<file path="config.mk">
export PLATFORM = sky130hd
export DESIGN_NAME = gpr_file_sb
export DESIGN_NICKNAME = d
export VERILOG_FILES = /design/src/rtl/gpr_file_sb.sv
export SDC_FILE = /design/constraint.sdc
export NUM_CORES = 1
export LEC_CHECK = 0
export ABC_AREA = 1
export CAP_MARGIN = 20
export CORE_ASPECT_RATIO = 0.7
export CORE_UTILIZATION = 53
export DETAILED_ROUTE_END_ITERATION = 8
export MAX_ROUTING_LAYER = met4
export PLACE_DENSITY = 0.76
export SYNTH_ARGS = -nofsm -noshare
export SYNTH_HDL_FRONTEND = slang
export SYNTH_SLANG_ARGS = --single-unit
</file>
<file path="constraint.sdc">
create_clock -name clk -period 2.06 [get_ports clk]
set_clock_uncertainty 0.15 [all_clocks]
set_input_delay 0.309 -clock clk [delete_from_list [all_inputs] [get_ports clk]]
set_output_delay 0.309 -clock clk [all_outputs]
set_load 0.02 [all_outputs]
</file>
<file path="src/rtl/gpr_file_sb.sv">
// General-purpose register file: NUM_RD combinational read ports, one write port,
// write-to-read bypass and a per-register pending scoreboard. Optional parity: GPR_PARITY_EN.
module gpr_file_sb #(
  parameter int                DATA_W    = 16,
  parameter int                NUM_REGS  = 8,
  parameter int                ADDR_W    = $clog2(NUM_REGS),
  parameter int                NUM_RD    = 2,
  parameter logic [DATA_W-1:0] RESET_VAL = DATA_W'(1),
  parameter bit                R0_ZERO   = 1'b0,
  parameter bit                BYPASS    = 1'b1
) (
  input  logic                         clk,
  input  logic                         rst_n,
  input  logic                         wr_en,
  input  logic [ADDR_W-1:0]            wr_addr,
  input  logic [DATA_W-1:0]            wr_data,
  input  logic                         rsv_en,
  input  logic [ADDR_W-1:0]            rsv_addr,
  input  logic [NUM_RD*ADDR_W-1:0]     rd_addr,
  output logic [NUM_RD*DATA_W-1:0]     rd_data,
  output logic [NUM_RD-1:0]            rd_busy,
  output logic [NUM_REGS-1:0]          pend_vec,
  output logic [$clog2(NUM_REGS+1)-1:0] pend_cnt,
  output logic                         rsv_conflict
`ifdef GPR_PARITY_EN
  ,
  output logic [NUM_RD-1:0]            parity_err
`endif
);

  localparam int CNT_W = $clog2(NUM_REGS+1);

  logic [DATA_W-1:0]   regs_q [NUM_REGS];
  logic [DATA_W-1:0]   regs_d [NUM_REGS];
  logic [NUM_REGS-1:0] pend_q, pend_d;
  logic [CNT_W-1:0]    cnt_q, cnt_d;
  logic                conflict_q, conflict_d;
  logic                wr_ok, rsv_ok, rsv_hit, cnt_inc, cnt_dec;
`ifdef GPR_PARITY_EN
  logic [NUM_REGS-1:0] par_q, par_d;
`endif

  // Addresses beyond NUM_REGS, and reg 0 when hardwired, never touch state.
  function automatic logic addr_ok(input logic [ADDR_W-1:0] a);
    return (32'(a) < 32'(NUM_REGS)) && !(R0_ZERO && (a == '0));
  endfunction

  always_comb begin
    wr_ok  = wr_en && addr_ok(wr_addr);
    rsv_ok = rsv_en && addr_ok(rsv_addr);
    regs_d = regs_q;
    pend_d = pend_q;
`ifdef GPR_PARITY_EN
    par_d  = par_q;
`endif
    if (wr_ok) begin
      regs_d[wr_addr] = wr_data;
      pend_d[wr_addr] = 1'b0;
`ifdef GPR_PARITY_EN
      par_d[wr_addr]  = ^wr_data;
`endif
    end
    // Reservation applied last so a new producer wins over a same-cycle writeback.
    if (rsv_ok) pend_d[rsv_addr] = 1'b1;

    rsv_hit    = rsv_ok && pend_q[rsv_addr] && !(wr_ok && (wr_addr == rsv_addr));
    conflict_d = conflict_q | rsv_hit;
    cnt_inc    = rsv_ok && !pend_q[rsv_addr];
    cnt_dec    = wr_ok && pend_q[wr_addr] && !(rsv_ok && (rsv_addr == wr_addr));
    cnt_d      = cnt_q + CNT_W'(cnt_inc) - CNT_W'(cnt_dec);
  end

  always_ff @(posedge clk or negedge rst_n) begin
    if (!rst_n) begin
      for (int i = 0; i < NUM_REGS; i++) regs_q[i] <= RESET_VAL;
      pend_q     <= '0;
      cnt_q      <= '0;
      conflict_q <= 1'b0;
`ifdef GPR_PARITY_EN
      par_q      <= {NUM_REGS{^RESET_VAL}};
`endif
    end else begin
      regs_q     <= regs_d;
      pend_q     <= pend_d;
      cnt_q      <= cnt_d;
      conflict_q <= conflict_d;
`ifdef GPR_PARITY_EN
      par_q      <= par_d;
`endif
    end
  end

  always_comb begin
    rd_data = '0;
    rd_busy = '0;
`ifdef GPR_PARITY_EN
    parity_err = '0;
`endif
    for (int k = 0; k < NUM_RD; k++) begin
      logic [ADDR_W-1:0] ra;
      logic              fwd;
      ra  = rd_addr[k*ADDR_W +: ADDR_W];
      fwd = BYPASS && wr_ok && (wr_addr == ra);
      if (addr_ok(ra)) begin
        if (fwd) begin
          rd_data[k*DATA_W +: DATA_W] = wr_data;
        end else begin
          rd_data[k*DATA_W +: DATA_W] = regs_q[ra];
          rd_busy[k]                  = pend_q[ra];
`ifdef GPR_PARITY_EN
          parity_err[k]               = (^regs_q[ra]) ^ par_q[ra];
`endif
        end
      end
    end
  end

  assign pend_vec     = pend_q;
  assign pend_cnt     = cnt_q;
  assign rsv_conflict = conflict_q;

endmodule

</file>
======== Word level (Yosys, flattened, before mapping) ========
Index checks and enable logic that the tools add are counted.
word-level totals
  input port bits ......................... 32
  latch bits .............................. 0
  word-level logic and storage cells ...... 76
  bits in writable memories ............... 0
  register bits ........................... 141
  memories kept ........................... 0
  ROM bits ................................ 0
cells by class
  reduce and logical (&&, ||, !) cells .... 15
  $lt $le $gt $ge ......................... 10
  add/subtract/negate cells ............... 2
  bitwise gates (word level) .............. 7
  shift-type cells ........................ 0
  divide/modulo/power cells ............... 0
  eq/ne operators ......................... 4
  $mul .................................... 0
  mux-type cells .......................... 27
operator list
  kind                  number
  $bwmux W128           1
  $mux W16              7
  $bmux W16 S3          2
  $demux W16 S3         1
  $lt A3 B4 Y1 const B  4
  $mux W8               2
  $bmux W1 S3           4
  $eq A3 B3 Y1          4
  $ge A4 B4 Y1 const B  3
  $logic_and A1 B1 Y1   12
  $not A3 Y4            3
  $and A8 B8 Y8         1
  $mux W1               8
  $not A8 Y8            1
  $or A8 B8 Y8          1
  $demux W1 S3          2
  $ge A3 B1 Y1 const B  2
  $add A4 B1 Y4         1
  $lt A4 B1 Y1 const B  1
  $sub A4 B1 Y4         1
  $logic_not A1 Y1      3
  $or A1 B1 Y1          1

======== Longest topological paths before layout ========
  depth in word-level cells ............... 9
  gate-level depth with buffers ........... 14
  depth with buffers taken out ............ 13

======== Worst setup path after synthesis ========
No wires, ideal clock.
  path type ............................... register to register
  from .................................... reg pend_q[5], in the netlist pend_vec[5]
  to ...................................... reg cnt_q[2], in the netlist pend_cnt[2]
  path slack .............................. -0.138 ns
  cell stages (with the launch flop) ...... 12
  required time ........................... 1.786 ns
  arrival ................................. 1.924 ns
  library setup time ...................... 0.124 ns
  path buffers ............................ 0
  cell sequence ........................... dfrtp_1 > inv_1 > nand2_1 > o211ai_1 > o21ai_0 > nor2_1 > nor2_1 > ha_1 > inv_1 > ha_1 > fa_1 > xor2_1
on the way
  longest elaborated chain between the ends .. 6
ends and longest elaborated chain
  element                        RTL line  source
  start: declaration             35        logic [NUM_REGS-1:0] pend_q, pend_d;
  start signal: assignment       84        pend_q <= pend_d;
  $bmux W1 S3                    68        cnt_inc = rsv_ok && !pend_q[rsv_addr];
  $mux W1 (not written as such)  68
  $logic_not A1 Y1               68
  $logic_and A1 B1 Y1            68
  $add A4 B1 Y4                  70        cnt_d = cnt_q + CNT_W'(cnt_inc) - CNT_W'(cnt_dec);
  $sub A4 B1 Y4 (*)              70
  net cnt_d[2]                   36        logic [CNT_W-1:0] cnt_q, cnt_d;
  end signal: assignment         85        cnt_q <= cnt_d;
  end: declaration               36
Mark *: on every way through the listed nets, which the timed path passes. The rest lies on a longest branch. The select of a mux whose other input is x is not followed.
A chain may end at the register's enable or synchronous reset.

======== Worst setup path in the final report ========
  from .................................... reg pend_q[0], in the netlist pend_vec[0]
  to ...................................... reg cnt_q[2], in the netlist pend_cnt[2]
Same word-level chain as after synthesis.

==> qor.csv <==
stage,metric,value,unit
clock_network,cts-root-buf,clkbuf_16,
sta,period_minus_slack,2120,ps
sta,rsz0062_at_grt,true,
sta,max-slew-margin-rel,67.2,%
power,p_leak,0.00524,µW
yosys,syn_area_per_cell,7.10,µm²
route,first_pass_iters,5,
final_layout,layout_commonest_cell,nand2_1,
sta,fin_crit_sh,103,%
sta,slew_viol_final,0,
route,drt_wl_total,28300,µm
setup_path,arrival,2290,ps
global_routing,antenna_found_initial,0,
clock_network,htree_levels,4,
setup_path,path_class,reg -> reg,
yosys,yosysWarningCount,0,
floorplanning,dieArea,16600,µm²
clock_network,cts_sinks,141,
placed_design,gp_congestion,0.998,
job,cap_violations,0,
power,power_density,905,nW/µm²
route,drtAntennaViolNets,0,
floorplanning,start_util,54.7,%
placed_design,portBuffers,78,
yosys,synthesis.area,8530,µm²
final_layout,drive_above_1_share,21.7,%
floorplanning,die_h,108,µm
route,routedWlPerCell,18.4,µm
setup_path,cp_max_fo,3,
global_routing,overflow,0,
final_layout,n_antenna_cell,0,
sta,finalHoldViolCount,0,
clock_network,ctsLongestPathBuffers,2,
clock_network,clock_latency,430,ps
yosys,synthCells,1201,
yosys,synthesis.nets,1238,
route,num_vias,8908,
setup_path,startpoint_type,flip-flop,
setup_path,worstSetupStartpoint,pend_vec[0]$_DFF_PN0_,
final_layout,most-common-layout-cells,"340 x nand2_1, 129 x dfrtp_1, 123 x nand3_1",
global_routing,grt_usage,36.0,%
yosys,synth-seq-area-share,41.5,%
global_routing,grt_pass1_vias,8041,
sta,worst_hold_slack,230,ps
sta,finalSetupTns,-150,ps
outcome,status,"finished, violations left",
sta,setup_violations,5,
route,drcViolationCount,0,
setup_path,worstSetupEndpointType,flip-flop,
floorplanning,rows,38,
sta,max_freq,471,MHz
global_routing,grt_max_degree,75,
floorplanning,die_x,154,µm
global_routing,grt_pass1_wl,43700,µm
hold_path,min_path_type,in -> async,
outcome,violations,negative setup slack,
yosys,synth_top_area_share,39.0,%
yosys,synth_cell_types,29,
sta,finalWorstSetupSlack,-63.2,ps
power,irDropWorstVdd,479,µV
placed_design,dpl.hpwl,19600,µm
final_layout,synthToLayoutAreaGrowth,27.9,%
clock_network,clk_pin_slew,60,ps
yosys,netlist_top_cells_area,"dfrtp_1 39%, nand2_1 15%, nand3_1 7.9%",
clock_network,numCtsBuffers,17,
floorplanning,ioPinCount,79,
setup_path,slowest_stage,dfrtp_1,
final_layout,nets,1360,
setup_path,timing.rr.start,pend_vec[0]$_DFF_PN0_,
placed_design,place_ws,-810,ps
clock_network,cts_tree,built,
floorplanning,core,15600,µm²
yosys,synth_area_leader_cell,dfrtp_1,
setup_path,crit_required,2230,ps
route,vias_per_cell,5.80,
setup_path,max_stage_delay,420,ps
route,drtIter0Drc,1116,
setup_path,crit_chain,inv_1 > nand2_1 > nand3_1 > nand2_1 > inv_1 > nand3_4 > ha_4 > inv_2 > ha_4 > fa_2 > xor2_1,
yosys,synth-seq-cells,141,
sta,tightest_slew,492,ps
-- path summary, 6_finish.rpt --
kind	end	slack [ps]	cells after the start
setup reg to reg	pend_cnt[2]$_DFF_PN0_	-60	11
hold / removal	regs_q[118]$_DFFE_PN0P_	230	2
max in group asynchronous	regs_q[64]$_DFFE_PN1P_	850	3
min in group clk	pend_vec[6]$_DFF_PN0_	270	3
setup / recovery	pend_cnt[2]$_DFF_PN0_	-60	11
hold reg to reg	rsv_conflict$_DFF_PN0_	330	2
-- timing repair --
action | CTS | global route
gates resized for setup | 208 | 44
hold buffers | 1 | 0
hold endpoints to repair | 40 | 0
buffers inserted | 4 | 4
pin swaps | 17 | 25
setup endpoints to repair | 40 | 38
-- power by group --
| part | internal, µW | total, µW | switching (µW) |
|---|---|---|---|
| registers | 3370 | 3690 | 316 |
| logic | 1240 | 3070 | 1830 |
| clock network | 1800 | 3110 | 1300 |
| total | 6420 | 9870 | 3450 |
-- per-layer routing --
metal	up-vias	global-route usage [%]	routed length (µm)
met2	533	50.6	11900
li1	4196	-	-
met5	-	-	0
met4	0	14.3	764
met1	4105	48.5	12200
met3	74	11.0	3530
-- cell usage after synthesis --
cell type and number:
o22ai_1 8, nand4_1 2, nand3_1 134, buf_6 2
inv_1 122, nand2_2 11, inv_2 12, nor2_2 8
clkbuf_2 5, a21oi_1 42, xor2_1 3, dfstp_2 8
clkbuf_1 23, nand2_1 344, nand2_4 1, fa_1 1
buf_2 61, buf_4 7, buf_12 1, nor2_4 1
o21ai_0 86, inv_4 1, ha_1 4, nor3_4 1
o211ai_1 66, nor2_1 19, xnor2_1 2, dfrtp_1 133
o21ai_1 93
-- worst max-delay path: cells and delay by family (launching register included) --
family | cells | cell delay [ps]
xor gates and xnor gates | 1 | 150
adders and majority gates | 3 | 750
buffers and inverters | 3 | 240
DFF | 1 | 420
and+or+nand+nor | 4 | 270
-- stage by stage --
stage                     instances  total power [µW]  util, %  cell area, µm²
after global placement         1496              6600     65.5           10200
after CTS                      1532              9770     69.3           10800
after global routing           1536             10400     70.0           10900
final                          1536              9870     70.0           10900
after floorplan                1201              5420        -            8540
after detailed placement       1496              6680     65.5           10200
-- state kept, by name (all words and copies together), names as in the netlist --
signal / flops
pend_cnt: 4
pend_vec: 8
regs_q: 128
rsv_conflict: 1
-- area by class of cell --
class	count	area, µm²
inverters	135	519
clock inverters	14	158
flip-flops and latches	141	3540
multi-input cells	826	4110
repair buffers	202	1900
clock buffers	18	429
fillers	1273	4690
well taps	200	250
-- cells by family after synthesis --
family                     after synthesis  synth area share (%)
buffers and inverters                  234                  12.0
adders and majority gates                5                 0.822
DFF                                    141                  41.5
xor gates and xnor gates                 5                 0.514
AOI/OAI and AO/OA                      295                  19.4
and+or+nand+nor                        521                  25.8
No activity file was read; power rests on OpenSTA's default activity.
